[src/rtl/mem_pkg.sv]
// Shared constants and types for the memory pipeline stage.
package mem_pkg;

  // Access size / sign encodings carried in funct3.
  localparam logic [2:0] F3_B  = 3'b000;
  localparam logic [2:0] F3_H  = 3'b001;
  localparam logic [2:0] F3_W  = 3'b010;
  localparam logic [2:0] F3_BU = 3'b100;
  localparam logic [2:0] F3_HU = 3'b101;

  // Memory access sequencer states.
  typedef enum logic [1:0] {
    IDLE = 2'd0,
    REQ  = 2'd1,
    RESP = 2'd2
  } mem_state_t;

endpackage

[src/rtl/lsu_align.sv]
// Byte-lane formatting for stores, load extraction and access fault detection.
module lsu_align
  import mem_pkg::*;
(
  input  logic [2:0]  funct3,
  input  logic [1:0]  addr_lo,
  input  logic        is_store,
  input  logic [31:0] store_data,
  input  logic [31:0] load_word,
  output logic [3:0]  be,
  output logic [31:0] wdata,
  output logic [31:0] load_result,
  output logic        fault
);

  logic [31:0] shifted_s;
  logic [7:0]  byte_s;
  logic [15:0] half_s;
  logic        misalign_s;
  logic        illegal_s;
  logic        illegal_store_s;

  // Select the addressed byte and halfword out of the returned load word.
  always_comb begin
    shifted_s = load_word >> {addr_lo, 3'b000};
    byte_s    = shifted_s[7:0];
    if (addr_lo[1]) begin
      half_s = load_word[31:16];
    end else begin
      half_s = load_word[15:0];
    end
  end

  // Decode funct3 into lane enables, replicated store data, load result and faults.
  always_comb begin
    be              = 4'b0000;
    wdata           = 32'h0000_0000;
    load_result     = 32'h0000_0000;
    misalign_s      = 1'b0;
    illegal_s       = 1'b0;
    illegal_store_s = 1'b0;
    case (funct3)
      F3_B: begin
        be          = 4'b0001 << addr_lo;
        wdata       = {4{store_data[7:0]}};
        load_result = {{24{byte_s[7]}}, byte_s};
      end
      F3_H: begin
        be          = 4'b0011 << addr_lo;
        wdata       = {2{store_data[15:0]}};
        load_result = {{16{half_s[15]}}, half_s};
        misalign_s  = addr_lo[0];
      end
      F3_W: begin
        be          = 4'b1111;
        wdata       = store_data;
        load_result = load_word;
        misalign_s  = (addr_lo != 2'b00);
      end
      F3_BU: begin
        load_result     = {24'h00_0000, byte_s};
        illegal_store_s = 1'b1;
      end
      F3_HU: begin
        load_result     = {16'h0000, half_s};
        misalign_s      = addr_lo[0];
        illegal_store_s = 1'b1;
      end
      default: begin
        illegal_s = 1'b1;
      end
    endcase
    fault = misalign_s | illegal_s | (is_store & illegal_store_s);
  end

endmodule

[src/rtl/stage_memory.sv]
// Pipeline stage 4: data-memory access sequencing and the MEM/WB register.
module stage_memory
  import mem_pkg::*;
#(
  parameter int ADDR_WIDTH = 32
) (
  input  logic                  clk,
  input  logic                  reset,
  input  logic                  in_valid,
  input  logic [31:0]           in_alu_out,
  input  logic [31:0]           in_mem_in_data,
  input  logic [4:0]            in_rd,
  input  logic [2:0]            in_funct3,
  input  logic                  in_mem_read,
  input  logic                  in_mem_write,
  input  logic                  in_mem_to_reg,
  input  logic                  in_write_enable,
  output logic                  out_dmem_req,
  output logic                  out_dmem_we,
  output logic [ADDR_WIDTH-1:0] out_dmem_addr,
  output logic [31:0]           out_dmem_wdata,
  output logic [3:0]            out_dmem_be,
  input  logic                  in_dmem_ready,
  input  logic                  in_dmem_rvalid,
  input  logic [31:0]           in_dmem_rdata,
  output logic                  out_stall,
  output logic                  out_mem_fault,
  output logic [4:0]            out_MEMWB_rd,
  output logic                  out_MEMWB_write_enable,
  output logic                  out_MEMWB_mem_to_reg,
  output logic [31:0]           out_MEMWB_out_data
);

  mem_state_t  state_r;
  logic        mem_op_s;
  logic        is_store_s;
  logic        align_fault_s;
  logic        fault_s;
  logic        legal_op_s;
  logic [31:0] load_result_s;

  // A write with read also set is treated as a load.
  assign mem_op_s   = in_valid & (in_mem_read | in_mem_write);
  assign is_store_s = in_mem_write & ~in_mem_read;
  assign fault_s    = mem_op_s & align_fault_s;
  assign legal_op_s = mem_op_s & ~align_fault_s;

  lsu_align u_lsu_align (
    .funct3      (in_funct3),
    .addr_lo     (in_alu_out[1:0]),
    .is_store    (is_store_s),
    .store_data  (in_mem_in_data),
    .load_word   (in_dmem_rdata),
    .be          (out_dmem_be),
    .wdata       (out_dmem_wdata),
    .load_result (load_result_s),
    .fault       (align_fault_s)
  );

  // Upstream is frozen while stalled, so address/data stay stable across REQ.
  assign out_dmem_addr = {in_alu_out[ADDR_WIDTH-1:2], 2'b00};
  assign out_dmem_we   = is_store_s;

  // Request and stall are combinational so an accepted store costs no extra cycle;
  // both are gated by reset so they fall as soon as reset asserts.
  always_comb begin
    out_dmem_req = 1'b0;
    out_stall    = 1'b0;
    case (state_r)
      IDLE: begin
        out_dmem_req = legal_op_s;
        out_stall    = legal_op_s & ~(is_store_s & in_dmem_ready);
      end
      REQ: begin
        out_dmem_req = 1'b1;
        out_stall    = ~(is_store_s & in_dmem_ready);
      end
      RESP: begin
        out_dmem_req = 1'b0;
        out_stall    = ~in_dmem_rvalid;
      end
      default: begin
        out_dmem_req = 1'b0;
        out_stall    = 1'b0;
      end
    endcase
    if (!reset) begin
      out_dmem_req = 1'b0;
      out_stall    = 1'b0;
    end else begin
      out_dmem_req = out_dmem_req;
      out_stall    = out_stall;
    end
  end

  // Access sequencer plus MEM/WB capture; MEM/WB holds whenever the stage stalls.
  always_ff @(posedge clk or negedge reset) begin
    if (!reset) begin
      state_r                <= IDLE;
      out_mem_fault          <= 1'b0;
      out_MEMWB_rd           <= 5'd0;
      out_MEMWB_write_enable <= 1'b0;
      out_MEMWB_mem_to_reg   <= 1'b0;
      out_MEMWB_out_data     <= 32'h0000_0000;
    end else begin
      out_mem_fault <= 1'b0;
      case (state_r)
        IDLE: begin
          if (fault_s) begin
            out_mem_fault          <= 1'b1;
            out_MEMWB_rd           <= in_rd;
            out_MEMWB_write_enable <= 1'b0;
            out_MEMWB_mem_to_reg   <= in_mem_to_reg;
            out_MEMWB_out_data     <= in_alu_out;
          end else if (legal_op_s) begin
            if (is_store_s) begin
              if (in_dmem_ready) begin
                out_MEMWB_rd           <= in_rd;
                out_MEMWB_write_enable <= 1'b0;
                out_MEMWB_mem_to_reg   <= in_mem_to_reg;
                out_MEMWB_out_data     <= in_alu_out;
              end else begin
                state_r <= REQ;
              end
            end else if (in_dmem_ready) begin
              state_r <= RESP;
            end else begin
              state_r <= REQ;
            end
          end else begin
            out_MEMWB_rd           <= in_rd;
            out_MEMWB_write_enable <= in_write_enable & in_valid;
            out_MEMWB_mem_to_reg   <= in_mem_to_reg;
            out_MEMWB_out_data     <= in_alu_out;
          end
        end
        REQ: begin
          if (in_dmem_ready) begin
            if (is_store_s) begin
              state_r                <= IDLE;
              out_MEMWB_rd           <= in_rd;
              out_MEMWB_write_enable <= 1'b0;
              out_MEMWB_mem_to_reg   <= in_mem_to_reg;
              out_MEMWB_out_data     <= in_alu_out;
            end else begin
              state_r <= RESP;
            end
          end else begin
            state_r <= REQ;
          end
        end
        RESP: begin
          if (in_dmem_rvalid) begin
            state_r                <= IDLE;
            out_MEMWB_rd           <= in_rd;
            out_MEMWB_write_enable <= in_write_enable & in_valid;
            out_MEMWB_mem_to_reg   <= in_mem_to_reg;
            out_MEMWB_out_data     <= load_result_s;
          end else begin
            state_r <= RESP;
          end
        end
        default: begin
          state_r <= IDLE;
        end
      endcase
    end
  end

endmodule

[config.mk]
export PLATFORM = sky130hd
export DESIGN_NAME = stage_memory
export DESIGN_NICKNAME = d
export VERILOG_FILES = /design/src/rtl/mem_pkg.sv /design/src/rtl/lsu_align.sv /design/src/rtl/stage_memory.sv
export SDC_FILE = /design/constraint.sdc
export NUM_CORES = 1
export LEC_CHECK = 0
export ABC_AREA = 1
export BUFFER_PORTS_ARGS = -buffer_cell sky130_fd_sc_hd__buf_2
export CORE_UTILIZATION = 36
export DETAILED_ROUTE_END_ITERATION = 6
export GPL_ROUTABILITY_DRIVEN = 0
export PLACE_DENSITY = 0.76
export SLEW_MARGIN = 20
export SYNTH_ARGS = -nofsm -noshare
export SYNTH_HDL_FRONTEND = slang
export SYNTH_SLANG_ARGS = --single-unit
[constraint.sdc]
create_clock -name clk -period 4.61 [get_ports clk]
set_input_delay 0.6915 -clock clk [delete_from_list [all_inputs] [get_ports clk]]
set_output_delay 0.6915 -clock clk [all_outputs]
set_load 0.1 [all_outputs]
[Word level (Yosys, flattened, before mapping)]
Cells that the tools add are included.
Word-level totals
  flip-flop bits (word level): 42
  input port bits: 113
  output and inout port bits: 111
  logic and storage cells: 101
Cells by class
  equality and inequality tests: 14
  shifts and indexed selects: 3
  muxes and demuxes: 54
  bitwise operators: 15
  reductions and logical operators: 9
Operators by type and width (number)
  2-to-1 mux 32 bit: 7
  one-hot mux 32 bit (3 select lines): 2
  one-hot mux 32 bit (5 select lines): 1
  2-to-1 mux 5 bit: 7
  >> shifter 32 x 5 -> 8 bit: 1
  2-to-1 mux 1 bit: 20
  2-to-1 mux 16 bit: 1
  2-to-1 mux 2 bit: 8
  one-hot mux 5 bit (3 select lines): 1
  one-hot mux 4 bit (3 select lines): 1
  != test 2 bit, second input constant: 5
  one-hot mux 1 bit (3 select lines): 3
  bitwise AND 1 bit: 8
  != test 4 bit, second input constant: 2
  == test 3 bit, second input constant: 2
  one-hot mux 2 bit (3 select lines): 1
  AND reduction 6 bit: 1
  OR reduction 5 bit: 1
  inverter 1 bit: 4
  one-hot mux 1 bit (2 select lines): 2
  OR reduction 2 bit: 2
  << shifter 1 x 2 -> 4 bit, first input constant: 1
  << shifter 2 x 2 -> 4 bit, first input constant: 1
  == test 3 x 1 -> 1 bit, second input constant: 1
  10 further kinds: 12

[Logic depth before layout (Yosys ltp)]
Gate-level depths: netlist of the first run.
  word-level depth: 10
  depth in mapped cells: 12
  mapped depth without buffers: 11

[Cells and area by module]
A second synthesis of the first run with hierarchy kept.
Second synthesis, totals
  cell total of the unflattened synthesis: 679
  area, all modules: 3811.2 µm²
Modules (own cells, without submodules)
  stage_memory: times used 1, cells an instance 353, area each 2483.6 µm², seq. area each 1051.0 µm²
  lsu_align: times used 1, cells an instance 326, area each 1327.5 µm², seq. area each 0.0 µm²

[Least setup slack after synthesis of the first run]
No wires, ideal clock.
  path type: input-to-output
  start: in in_funct3[0]
  end: out out_dmem_wdata[16]
  data arrival time: 3.620 ns
  required time: 3.919 ns
  setup slack: 0.299 ns
  stages on the path: 9
  path buffers: 1
  path through: inv_2 nor2_4 nand2_1 buf_2 nand2_1 inv_1 nand2_2 nand2_1 o21ai_0
On the way
  longest elaborated chain between the ends: 2
  elaborated cells between the ends (all ways): 4
  those cells by class: 2 x eq/ne; 1 x mux; 1 x reduce/logical
Ends and longest elaborated chain
  start, declared: RTL line stage_memory.sv:13  | input logic [2:0] in_funct3,
  == test 3 x 2 -> 1 bit (tied with other cells): RTL line lsu_align.sv:42  | case (funct3)
  one-hot mux 32 bit (3 select lines) (*): RTL line lsu_align.sv:42
  end, declared: RTL line stage_memory.sv:21  | output logic [31:0] out_dmem_wdata,
Mark *: on every way between the ends. The rest lies on a longest branch, timed or not.

[Worst setup path after layout of the first run]
  start: in in_funct3[0]
  end: out out_dmem_wdata[23]
The elaborated chain is that of the path after synthesis.

==> results of run 1 <==
[layer usage]
| metal | up-vias | global-route usage | share of wire |
|---|---|---|---|
| li1 | 2304 | - | - |
| met1 | 2020 | 0.267 | 0.41 |
| met2 | 192 | 0.424 | 0.49 |
| met3 | 23 | 0.0459 | 0.077 |
| met4 | 0 | 0.0796 | 0.024 |
| met5 | - | 0 | 0 |
[synth_stat cells]
cell type / instances / area share
nand2_1: 320 / 0.32
nor3_1: 2 / 0.0027
nand3_2: 2 / 0.0054
buf_1: 1 / 0.0010
clkbuf_1: 15 / 0.015
or2_2: 1 / 0.0017
o21a_1: 1 / 0.0020
buf_2: 12 / 0.016
inv_2: 7 / 0.0070
nand2_2: 1 / 0.0017
nor2_2: 2 / 0.0034
o21ai_1: 1 / 0.0013
nor2_4: 2 / 0.0060
o31ai_1: 1 / 0.0020
o21ai_0: 38 / 0.051
buf_6: 2 / 0.0060
nand3_1: 52 / 0.070
dfrtp_1: 42 / 0.28
a21oi_1: 8 / 0.011
conb_1: 1 / 0.0010
nor2_1: 40 / 0.040
inv_1: 56 / 0.056
o211ai_1: 8 / 0.016
ha_1: 4 / 0.013
buf_4: 33 / 0.066
[cell type report]
cell class                 count  area, sq um
clock buffer                   7         86.3
multi-input combinational    485         2060
inverter                      63          236
fill                        1126         5140
sequential                    42         1050
timing repair buffer         227         1150
tap                          133          166
clock inverter                 1         5.00
antenna                        2         5.00
[worst paths after layout]
kind	start	endpoint	slack [ns]	cells after the start
worst max-delay path	in_funct3[0]	out_dmem_wdata[23]	1.18	10
worst min-delay path	reset	out_mem_fault	0.46	2
worst max register to register	state_r[0]	out_MEMWB_out_data[14]	1.86	10
worst min register to register	out_MEMWB_out_data[8]	out_MEMWB_out_data[8]	0.47	2
max in group asynchronous	reset	out_MEMWB_out_data[17]	3.74	2
min in group clk	out_MEMWB_out_data[8]	out_MEMWB_out_data[8]	0.47	2
[cells by family after synthesis]
logic type | after synthesis
simple gates | 422
buf+inv | 126
compound gates | 57
other cells | 1
fa+ha+maj | 4
flops | 42
[where the power goes]
part / internal (mW) / total, mW / switching [mW]
Sequential: 0.550 / 0.643 / 0.0925
Clock: 0.121 / 0.253 / 0.132
Combinational: 0.410 / 2.59 / 2.17
Total: 1.08 / 3.48 / 2.40
[worst max-delay path, stage by stage]
cell,delay [ns]
buf_2,0.12
inv_2,0.08
nor2_4,0.24
nand2_1,0.35
nand2_1,0.18
inv_1,0.16
nand2_2,0.20
nand2_1,0.09
o21ai_0,0.17
buf_2,0.46
==> impl_metrics.yaml, run 1 <==
yosys:
  avgSynthCellArea_sq_um: 5.72
  netlist_area_sq_um: 3730
  yosys_warnings: 0
  synth_top_family_by_area: "simple AND/OR/NAND/NOR gates"
  muxShareOfSynthArea: 0
  synth_compound_area_frac: 0.0832
  synth_xor_area_frac: 0
  synth_fa_ha_area_frac: 0.0134
  ys_ff_latch: 42
  seq_area_frac_synth: 0.282
  netlist_instances: 652
  yosys.area_share.simple: 0.453
  yosys.cell_types.count: 25
drt:
  routed_via_density: 4.73
  drt_iter0_drc: 190
  num_vias: 4539
  first_pass_iters: 4
  finalWirelength_microns: 12700
  antenna_left: 0
  post-route-drc-count: 0
  post_drt_wl_per_cell_microns: 13.2
cells_and_area:
  area_delta_synth_final_pct: 27.7
  top_regs: "out_MEMWB_out_data (32), out_MEMWB_rd (5), state_r (2)"
  postLayoutCoreUtil: 0.481
  layout_common_cells: "nand2_1 (320), buf_2 (221), inv_1 (56)"
  fin_area_sq_um: 4770
  instances_no_fill: 960
  final_layout_size_suffix_gt1_frac: 0.303
  largest_register: "out_MEMWB_out_data"
  layout_commonest_cell: "nand2_1"
  nets: 941
  largest_reg_flops: 32
place:
  placed_area_sq_um: 4670
  dp.cells: 950
  portBuffers: 221
  dpl.hpwl_microns: 9840
  pre_cts_ws_ns: 1.14
floorplanning:
  fp-row-count: 36
  die_area_sq_um: 10800
  core_area_sq_um: 9910
  initial_core_util: 0.377
  die_w_microns: 104
  io_pins: 224
  die_h_microns: 104
setup_path:
  path_class: "input port to primary output"
  cp_max_fo: 11
  cp.required_ns: 3.92
  cp-end-kind: "primary output"
  start_kind: "input port"
  critPathArrivalTime_ns: 2.74
pwr:
  leakagePower_nw: 3.10
  ir_worst_vdd_mv: 0.459
  powerDensity_nw_per_um2: 731
  p_total_mw: 3.48
timing:
  max-slew-margin-rel: 0.463
  skew_ns: 0.0151
  worstMarginPinSlew_ns: 0.804
  setup_ws_ns: 1.18
  setup_viol: 0
  rsz0062_at_grt: "false"
  fin_crit_sh: 0.745
  fin_crit_ns: 3.43
  worst_hold_slack_ns: 0.460
  setup_tns_ns: 0
  slew_viol_final: 0
  fmax_mhz: 291
  hold_viol: 0
clocking:
  tritoncts: "yes"
  cts_buffer_depth: 2
  cts_resized: 0
  root_buffer: "clkbuf_8"
  hold_buffers: 0
  clock-sinks: 42
  insertion_delay_ns: 0.30
  cts_made_buffers: 5
  clk_pin_slew_worst_paths_ns: 0.10
  cts.htree.levels: 2
  post-cts-setup-buffer-count: 0
flow_run:
  cap_violations: 0
global_route:
  antenna_found_initial: 0
  globalRouteTotalUtil: 0.232
  grt_pass1_vias: 4309
  grt-ovfl-total: 0
  grt_pass1_wl_microns: 20100
  grt_max_degree: 43
hold_path:
  hold_class: "input port to async pin"
run_status:
  status: "finished, final reports clean"
Power figures use the tool's default switching activity.
==> run 2: changes to the inputs <==
clock period = 3.4 ns   (was 4.61 ns; I/O delays follow)
==> run 2 against run 1 <==
  * Global-route usage rose by 0.94 points
  * Combinational power rose by 36%
  * Power rose by 38%
  * Critical path type unchanged
  * Sequential share of layout area fell by 0.33 points
  * Clock power rose by 64%
  * Sequential power rose by 35%
==> impl_metrics.yaml, run 2 (synthesis gave the netlist of run 1 again) <==
timing:
  worstMarginPinSlew_ns: 0.832
  max-slew-margin-rel: 0.444
  rsz0062_at_grt: "false"
  slew_viol_final: 0
  fin_crit_ns: 2.65
  hold_viol: 0
  skew_ns: 0.00799
  fmax_mhz: 377
  fin_crit_sh: 0.780
  setup_viol: 0
setup_path:
  path_cells: "buf_2, inv_2, nor2_4, nand2_1, nand2_1, inv_1, nand2_2, nand2_1, o21ai_1, buf_2"
  critPathArrivalTime_ns: 2.14
  cp_max_fo: 10
  cp.buffers_inverters: 4
  path_class: "input port to primary output"
  start_kind: "input port"
  cp.required_ns: 2.89
  critPathSlowestCell: "buf_2"
  cp_common_cell: "nand2_1"
  critPathMaxStageDelay_ns: 0.45
  cp-end-kind: "primary output"
  worst_path_dominant_cell_family: "buffers and inverters"
pwr:
  combPwrFrac: 0.733
  p_clk_frac: 0.086
  p_switching_mw: 3.26
  swShare: 0.677
  leakagePower_nw: 3.13
  p_seq_frac: 0.181
  p_total_mw: 4.81
  powerDensity_nw_per_um2: 995
  p_int_mw: 1.55
  ir_worst_vdd_mv: 0.605
floorplanning:
  die_area_sq_um: 10800
  die_h_microns: 104
  fp-row-count: 36
  initial_core_util: 0.377
  core_area_sq_um: 9910
  io_pins: 224
  die_w_microns: 104
cells_and_area:
  layout_commonest_cell: "nand2_1"
  area_delta_synth_final_pct: 29.7
  layout_common_cells: "nand2_1 (320), buf_2 (220), inv_1 (56)"
  final_layout_size_suffix_gt1_frac: 0.309
  largest_register: "out_MEMWB_out_data"
  fill_cells: 1099
  fin_area_sq_um: 4840
  nets: 945
  largest_reg_flops: 32
  top_regs: "out_MEMWB_out_data (32), out_MEMWB_rd (5), state_r (2)"
clocking:
  cts_resized: 0
  clk_pin_slew_worst_paths_ns: 0.08
  tritoncts: "yes"
  root_buffer: "clkbuf_8"
  insertion_delay_ns: 0.30
  post-cts-setup-buffer-count: 0
  cts.htree.levels: 2
  cts_made_buffers: 5
  hold_buffers: 0
  cts_buffer_depth: 2
  clock-sinks: 42
place:
  portBuffers: 221
  placed_area_sq_um: 4720
  dpl.hpwl_microns: 10200
drt:
  post_drt_wl_per_cell_microns: 13.5
  antenna_left: 0
  finalWirelength_microns: 13000
  first_pass_iters: 5
  post-route-drc-count: 0
  num_vias: 4522
  drt_iter0_drc: 185
  routed_via_density: 4.70
global_route:
  antenna_found_initial: 1
  grt_pass1_vias: 4261
  grt-ovfl-total: 0
  grt_pass1_wl_microns: 21000
  globalRouteTotalUtil: 0.241
  grt_max_degree: 43
hold_path:
  hold_class: "input port to async pin"
run_status:
  status: "finished, final reports clean"
flow_run:
  cap_violations: 0
-- run 2: cell count changes in the layout (fill, tap and decap cells not counted), sizes merged --
cell and change:
diode -1, buf +4, clkinv -1, bufinv +1, clkbuf -1
-- run 2: per-layer routing --
layer	track usage	share of wire
met1	0.286	0.42
met2	0.454	0.51
met3	0.0346	0.065
met4	0.0541	0.012
met5	0	0
-- run 2: final cells by class --
class,instances,area [sq um],share of cell area
Timing Repair Buffer,231,1200,0.247
Sequential cell,42,1050,0.217
Antenna cell,1,2.50,0.000517
Inverter,63,236,0.0489
Tap cell,133,166,0.0344
Multi-Input combinational cell,485,2070,0.428
Clock buffer,6,82.6,0.0171
Clock inverter,1,30.0,0.00621
-- run 2: final timing paths --
check	from	to	slack, ns	cells after the start
setup / recovery	in_funct3[0]	out_dmem_wdata[23]	0.75	10
hold / removal	reset	out_MEMWB_out_data[12]	0.33	2
setup reg to reg	state_r[0]	out_MEMWB_write_enable	1.20	8
hold reg to reg	out_MEMWB_out_data[8]	out_MEMWB_out_data[8]	0.47	2
max in group asynchronous	reset	out_MEMWB_out_data[28]	2.69	2
min in group clk	in_rd[4]	out_MEMWB_rd[4]	0.44	3
-- run 2: worst register-to-register path, stage by stage, from the launching register on --
cell and delay [ns]:
dfrtp_1 0.39, inv_1 0.09, ha_1 0.22, inv_2 0.43, nor2_1 0.17, nor2_4 0.15
buf_4 0.39, nand3_1 0.20, nand2_1 0.10
-- run 2: per-stage QoR --
step	setup TNS (ns)	hold WS, ns	cells	setup WS (ns)	utilization
final	0	0.330	962	0.750	0.488
after floorplan	-2.29	0.214	653	-0.384	-
after global routing	0	0.373	961	0.577	0.488
after detailed placement	0	0.453	954	0.763	0.477
after global placement	0	0.448	954	0.768	0.477
after CTS	0	0.354	961	0.754	0.488
-- run 2: power groups by stage --
stage,registers [mW],clock network [mW],logic [mW]
after floorplan,2.54,0,1.31
after global placement,0.874,0,3.51
after detailed placement,0.879,0,3.54
after CTS,0.871,0.425,3.54
after global routing,0.903,0.445,3.74
final,0.869,0.416,3.53
